$ cat src/rtl/arbitro_rr_mux4_pkg.sv
// Shared types and constants for the round-robin arbiter that owns a 4:1 data mux.
package arbitro_rr_mux4_pkg;

  localparam int unsigned NReq = 4;

  typedef enum logic {
    Libre   = 1'b0,
    Ocupado = 1'b1
  } estado_e;

endpackage

$ cat src/rtl/arbitro_rr_mux4_mux.sv
// Plain 4:1 data multiplexer; select bit 2 is never set by the arbiter.
module Multiplexor4a1 #(
  parameter int unsigned ANCHO = 3
) (
  input  logic [ANCHO-1:0] A,
  input  logic [ANCHO-1:0] B,
  input  logic [ANCHO-1:0] C,
  input  logic [ANCHO-1:0] D,
  input  logic [2:0]       Selector,
  output logic [ANCHO-1:0] Salida
);

  always_comb begin
    case (Selector)
      3'd0:    Salida = A;
      3'd1:    Salida = B;
      3'd2:    Salida = C;
      3'd3:    Salida = D;
      default: Salida = '0;
    endcase
  end

endmodule

$ cat src/rtl/arbitro_rr_mux4_prioridad.sv
// Rotating-priority picker: first set request bit scanning from ptr upwards, modulo 4.
module rr_prioridad
  import arbitro_rr_mux4_pkg::*;
(
  input  logic [NReq-1:0] req_i,
  input  logic [1:0]      ptr_i,
  output logic [1:0]      w_o,
  output logic            hay_req_o
);

  logic [1:0] idx;

  // Scan from the farthest offset down so the closest one to ptr wins.
  always_comb begin
    w_o = '0;
    idx = '0;
    for (int i = int'(NReq) - 1; i >= 0; i--) begin
      idx = ptr_i + 2'(i);
      if (req_i[idx]) begin
        w_o = idx;
      end
    end
  end

  assign hay_req_o = |req_i;

endmodule

$ cat src/rtl/arbitro_rr_mux4.sv
// Round-robin arbiter sharing one 4:1 mux among four requesters, bursts bounded to MAX_RAFAGA.
module arbitro_rr_mux4
  import arbitro_rr_mux4_pkg::*;
#(
  parameter int unsigned ANCHO      = 3,
  parameter int unsigned MAX_RAFAGA = 4
) (
  input  logic             clk,
  input  logic             rst,
  input  logic [NReq-1:0]  req,
  input  logic [ANCHO-1:0] A,
  input  logic [ANCHO-1:0] B,
  input  logic [ANCHO-1:0] C,
  input  logic [ANCHO-1:0] D,
  input  logic             listo_sal,
  output logic [NReq-1:0]  gnt,
  output logic [2:0]       Selector,
  output logic [ANCHO-1:0] Salida,
  output logic             salida_valida
);

  localparam logic [3:0] UltimoBeat = 4'(MAX_RAFAGA - 1);

  estado_e         estado_q;
  logic [1:0]      ptr_q;
  logic [3:0]      cuenta_q;
  logic [NReq-1:0] gnt_q;
  logic [1:0]      sel_q;

  logic [1:0] w;
  logic       hay_req;

  rr_prioridad u_prioridad (
    .req_i     (req),
    .ptr_i     (ptr_q),
    .w_o       (w),
    .hay_req_o (hay_req)
  );

  // sel_q doubles as the owner index while Ocupado.
  always_ff @(posedge clk) begin
    if (rst) begin
      estado_q <= Libre;
      ptr_q    <= '0;
      cuenta_q <= '0;
      gnt_q    <= '0;
      sel_q    <= '0;
    end else begin
      unique case (estado_q)
        Libre: begin
          if (hay_req) begin
            estado_q <= Ocupado;
            gnt_q    <= 4'b0001 << w;
            sel_q    <= w;
            cuenta_q <= '0;
            ptr_q    <= w + 2'd1;
          end
        end
        Ocupado: begin
          if (!req[sel_q]) begin
            estado_q <= Libre;
            gnt_q    <= '0;
          end else if (listo_sal) begin
            cuenta_q <= cuenta_q + 4'd1;
            if (cuenta_q == UltimoBeat) begin
              estado_q <= Libre;
              gnt_q    <= '0;
            end
          end
        end
        default: begin
          estado_q <= Libre;
          gnt_q    <= '0;
        end
      endcase
    end
  end

  assign gnt           = gnt_q;
  assign Selector      = {1'b0, sel_q};
  assign salida_valida = |(gnt_q & req);

  Multiplexor4a1 #(
    .ANCHO (ANCHO)
  ) u_mux (
    .A        (A),
    .B        (B),
    .C        (C),
    .D        (D),
    .Selector (Selector),
    .Salida   (Salida)
  );

endmodule

$ cat config.mk
export PLATFORM = sky130hd
export DESIGN_NAME = arbitro_rr_mux4
export DESIGN_NICKNAME = d
export VERILOG_FILES = /design/src/rtl/arbitro_rr_mux4_pkg.sv /design/src/rtl/arbitro_rr_mux4_mux.sv /design/src/rtl/arbitro_rr_mux4_prioridad.sv /design/src/rtl/arbitro_rr_mux4.sv
export SDC_FILE = /design/constraint.sdc
export NUM_CORES = 1
export LEC_CHECK = 0
export ABC_AREA = 1
export CORE_UTILIZATION = 35
export DETAILED_ROUTE_END_ITERATION = 7
export GPL_TIMING_DRIVEN = 1
export PLACE_DENSITY = 0.72
export SLEW_MARGIN = 15
export SYNTH_ARGS = -nofsm -noshare
export SYNTH_HDL_FRONTEND = slang
export SYNTH_SLANG_ARGS = --single-unit
$ cat constraint.sdc
create_clock -name clk -period 1.8 [get_ports clk]
set_clock_uncertainty 0.05 [all_clocks]
set_input_delay 0.36 -clock clk [delete_from_list [all_inputs] [get_ports clk]]
set_output_delay 0.36 -clock clk [all_outputs]
set_load 0.1 [all_outputs]
* Word-level counts from Yosys, hierarchy flattened
Index checks and enable logic that the tools add are counted.
** Storage, ports and cells
- Bits in registers :: 13
- RAM bits :: 0
- Latch bits :: 0
- ROM bits :: 0
- Memories kept :: 0
- Bits of input ports :: 19
- Logic and storage cells :: 62
- Output and inout bits :: 11
** Operators by class
- Shift operators :: 1
- Add/sub/neg operators :: 5
- Bitwise logic cells :: 2
- Multipliers :: 0
- Divide/modulo/power cells :: 0
- Equal/unequal tests :: 9
- $lt $le $gt $ge :: 5
- Reduce and logical (&&, ||, !) cells :: 6
- Multiplexer cells :: 29
** Operators with widths (number)
- 4-bit two-way mux :: 7
- 4-bit case mux with 2 select lines :: 2
- 2-bit by 3-bit less-than comparator with 1-bit output, second input constant :: 5
- 3-bit case mux with 4 select lines :: 1
- 1-bit binary-select mux with 2-bit select :: 5
- 1-bit two-way mux :: 9
- 2-bit two-way mux :: 4
- 4-bit OR reduction :: 2
- 3-bit AND reduction :: 2
- 2-bit by 1-bit adder with 2-bit output, second input constant :: 2
- 2-bit adder, second input constant :: 2
- 4-bit by 1-bit adder with 4-bit output, second input constant :: 1
- 4-bit AND :: 1
- 2-bit equality test, second input constant :: 2
- 4-bit by 2-bit equality test with 1-bit output, second input constant :: 1
- 2-bit inequality test, second input constant :: 2
- 1-bit by 2-bit << shifter with 4-bit output, first input constant :: 1
- 3-bit logical NOT :: 1
- 3-bit by 2-bit inequality test with 1-bit output, second input constant :: 1
- 3-bit inequality test, second input constant :: 1
- 2-bit by 1-bit equality test with 1-bit output, second input constant :: 1
- 2-bit by 1-bit inequality test with 1-bit output, second input constant :: 1
- 1-bit case mux with 2 select lines :: 1
- 2-bit AND reduction :: 1
- 1-bit NOT :: 1

* Depth between registers and ports, before layout
- Depth after elaboration :: 10
- Depth in mapped cells :: 14
- Mapped depth without buffers :: 13

* By module
From an unflattened synthesis, not the netlist that was laid out.
** Unflattened totals
- Cell total of the unflattened synthesis :: 179
- Area total of the unflattened synthesis :: 1072.3 µm²
** By module, submodules not included
- arbitro_rr_mux4 :: cells an instance 98, area each 739.5 µm², seq. area each 260.2 µm², instances 1
- rr_prioridad :: cells an instance 46, area each 188.9 µm², seq. area each 0.0 µm², instances 1
- Multiplexor4a1 :: cells an instance 35, area each 143.9 µm², seq. area each 0.0 µm², instances 1

* Least setup slack after synthesis
OpenSTA, ideal clock, no wires.
- Path type :: reg2out
- Start :: register sel_q[0]
- End :: output port Salida[0]
- Setup slack :: -848 ps
- Buffers on the path :: 0
- Required time :: 1390 ps
- Arrival time :: 2238 ps
- Cell stages (with the launch flop) :: 4
- Cell sequence :: dfxtp_1 nor2_1 nand2_1 nand4_1
** Between the ends
- Cells in the longest elaborated chain, start to end :: 2
- Elaborated cells between the ends (all ways) :: 5
- Classes of those cells :: eq/ne (3); mux (1); reduce/logical (1)
** Ends and longest elaborated chain
- start, declared :: line arbitro_rr_mux4.sv:28 : logic [1:0] sel_q;
- start signal, assigned :: line arbitro_rr_mux4.sv:54 : sel_q <= w;
- 2-bit equality test, or another cell as far along :: line arbitro_rr_mux4_mux.sv:14 : case (Selector)
- 3-bit case mux with 4 select lines * :: line arbitro_rr_mux4_mux.sv:14
- end, declared :: line arbitro_rr_mux4.sv:18 : output logic [ANCHO-1:0] Salida,
Mark *: on every way between the ends. The rest lies on a longest branch, timed or not.

* Worst setup path after layout
- Start :: register sel_q[1]
- End :: output port Salida[2]
The elaborated chain is that of the path after synthesis.

==> run_results.csv <==
group,metric,value,unit
setup_path,ff2ff_setup_slack,310,ps
setup_path,critPathKind,"reg2out",
global_route,grt_pass1_wl,4.20,mm
power_and_ir_drop,leakage,0.682,nW
clock_network,path_clk_slew,80,ps
sta,setup_violations,0,
setup_path,endpoint_kind,"output port",
finish,nets,208,
logic_synthesis,syn_nets,168,
finish,fin_util,58.7,%
global_route,grt_start_max_net_pins,9,
logic_synthesis,ys_ff_latch,13,
floorplanning,ioPinCount,30,
finish,antenna_cells,0,
global_route,antenna_found_initial,0,
logic_synthesis,synth_edf_count,0,
worst_hold_path,min-delay-start,"cuenta_q[1]",
clock_network,cts_tree,"done",
route,vias_per_cell,4.86,
placement,io_buffers,28,
clock_network,clk_latency,280,ps
worst_hold_path,min_path_type,"reg2reg",
setup_path,arrival,1280,ps
route,drt_iter0_drc,21,
route,remaining_drc_errors,0,
finish,layout_common_cells,"nand2_1 (48), nand3_1 (14), clkdlybuf4s50_1 (14)",
placement,place_hpwl,2.04,mm
clock_network,clock_path_buffers,2,
global_route,grt_usage,20.1,%
floorplanning,core,2500,sq um
floorplanning,dieWidth,53.5,um
logic_synthesis,synth_area_leader_cell,"dfxtp_1",
sta,rsz0062_at_grt,"false",
setup_path,r2r_cells,13,
global_route,overflow,0,
worst_hold_path,hold_path_depth,2,
clock_network,cts_hold_buf,0,
power_and_ir_drop,irDropWorstVdd,1600,uV
logic_synthesis,syn_avg_cell_area,6.28,sq um
clock_network,clockRootBuffer,"clkbuf_4",
floorplanning,initial_core_util,37.2,%
clock_network,numClockSinks,13,
setup_path,crit_fanout,5,
sta,holdWs,443,ps
setup_path,start_kind,"flop",
sta,slew_violations,0,
floorplanning,die_y,53.5,um
outcome,status,"completed",
setup_path,reg2reg_from,"ptr_q[0]",
route,drtAntennaViolNets,0,
finish,drive_gt1_share,32.1,%
setup_path,required,1390,ps
logic_synthesis,async_flop_share,0,%
logic_synthesis,ys.flop_type,"dfxtp_1",
power_and_ir_drop,p_per_area,1820,nW/um^2
floorplanning,row_count,18,
floorplanning,die_area,2870,sq um
placement,gp_congestion,0.770,
sta,final_hold_viol_count,0,
sta,fmax,590,MHz
sta,tns,0,ps
setup_path,rr_endpoint,"ptr_q[1]",
logic_synthesis,netlist_area,930,sq um
logic_synthesis,synth_top_area_share,28.0,%
route,dr.pass1.iters,4,
route,wl_per_cell,11.1,um
global_route,grt_pass1_vias,1009,
logic_synthesis,netlist_instances,148,
route,wirelength,2.41,mm
clock_network,h-tree-depth,1,
logic_synthesis,synth_cell_types,27,
sta,post-route-period-util,94.1,%
worst_hold_path,hold_end,"cuenta_q[1]",
finish,fillers,249,
logic_synthesis,yosysWarnings,0,
finish,final_common_cell,"nand2_1",
clock_network,cts_buffers,3,
logic_synthesis,ys_seq_area_share,28.0,%
finish,syn2layout_area_growth,57.9,%
clock_network,post_cts_buffers,0,
sta,period_needed,1690,ps
logic_synthesis,synth.area.top_cells,"dfxtp_1 (28%), nand2_1 (19%), nand3_1 (7.5%)",
route,num_vias,1055,
run,maxCapViolations,0,
-- metal layers --
| metal | vias up | wire length (um) | track usage (%) |
|---|---|---|---|
| met5 | - | 0 | 0 |
| met4 | 0 | 22 | 6.58 |
| met3 | 4 | 51 | 2.54 |
| met2 | 17 | 1270 | 38.3 |
| met1 | 482 | 1070 | 22.6 |
| li1 | 552 | - | - |
-- power by group --
group	total, W	switching (W)	leakage [nW]	internal, W
sequential	0.000535	0.000143	0.111	0.000392
clock	0.000177	0.0000906	0.0150	0.0000860
combinational	0.00197	0.00127	0.556	0.000693
-- how the worst max path moves through the flow --
stage / end / slack [ps] / cells past startpoint / from
2_1_floorplan: Salida[2] / -220 / 4 / sel_q[1]
3_3_place_gp: ptr_q[1] / -80 / 14 / req[0]
3_5_place_dp: ptr_q[1] / -150 / 14 / req[0]
4_1_cts: salida_valida / 2 / 5 / req[1]
5_1_grt: Salida[2] / 30 / 5 / sel_q[0]
6_report: Salida[2] / 110 / 5 / sel_q[1]
-- registers in the layout (all words and copies together), names as in the netlist --
register  flops
cuenta_q      4
sel_q         2
estado_q      1
ptr_q         2
gnt           4
-- kinds of logic (layout without fill, tap and decap cells) --
| logic type | Yosys count | count (layout) | synth area share, % |
|---|---|---|---|
| simple gates | 90 | 90 | 45.1 |
| buf+inv | 23 | 62 | 11.2 |
| compound gates | 19 | 19 | 13.1 |
| flops | 13 | 13 | 28.0 |
| fa+ha+maj | 1 | 1 | 1.35 |
| other cells | 1 | 1 | 0.403 |
| xor+xnor | 1 | 1 | 0.942 |
-- metrics by stage --
step           setup slack (ps)  cell area (sq um)  total power [W]  instances
2_1_floorplan              -219                960          0.00185        148
3_3_place_gp              -78.1               1430          0.00247        213
3_5_place_dp               -152               1430          0.00250        213
4_1_cts                    1.59               1450          0.00268        217
5_1_grt                    30.2               1470          0.00283        217
6_report                    105               1470          0.00268        217
-- cell usage after synthesis, drive strengths merged (2+ instances only) --
library cell,count
dfxtp,13
inv,20
buf,2
a22oi,2
nand3,16
o21ai,5
nor2,9
nand4,5
a21oi,10
nand2,59
-- layout make-up --
cell class | count | area (sq um) | share of cell area (%)
Clock buffer | 4 | 26.3 | 1.79
Inverter | 20 | 80.1 | 5.46
Multi-Input combinational cell | 112 | 582 | 39.6
Sequential cell | 13 | 284 | 19.4
Tap cell | 30 | 37.5 | 2.56
Timing Repair Buffer | 38 | 458 | 31.2
-- critical path, stage by stage (launching register included) --
cell	delay (ps)
dfxtp_4	410
inv_2	60
nor2_4	140
nand2_1	70
nand4_1	140
buf_12	190
-- repair_timing --
| action | CTS | global route |
|---|---|---|
| hold endpoints to repair | 0 | 0 |
| endpoints found under the setup margin | 1 | 8 |
| gates resized for setup | 2 | 6 |
| pin swaps | 1 | 1 |
No activity file was read; power rests on OpenSTA's default activity.
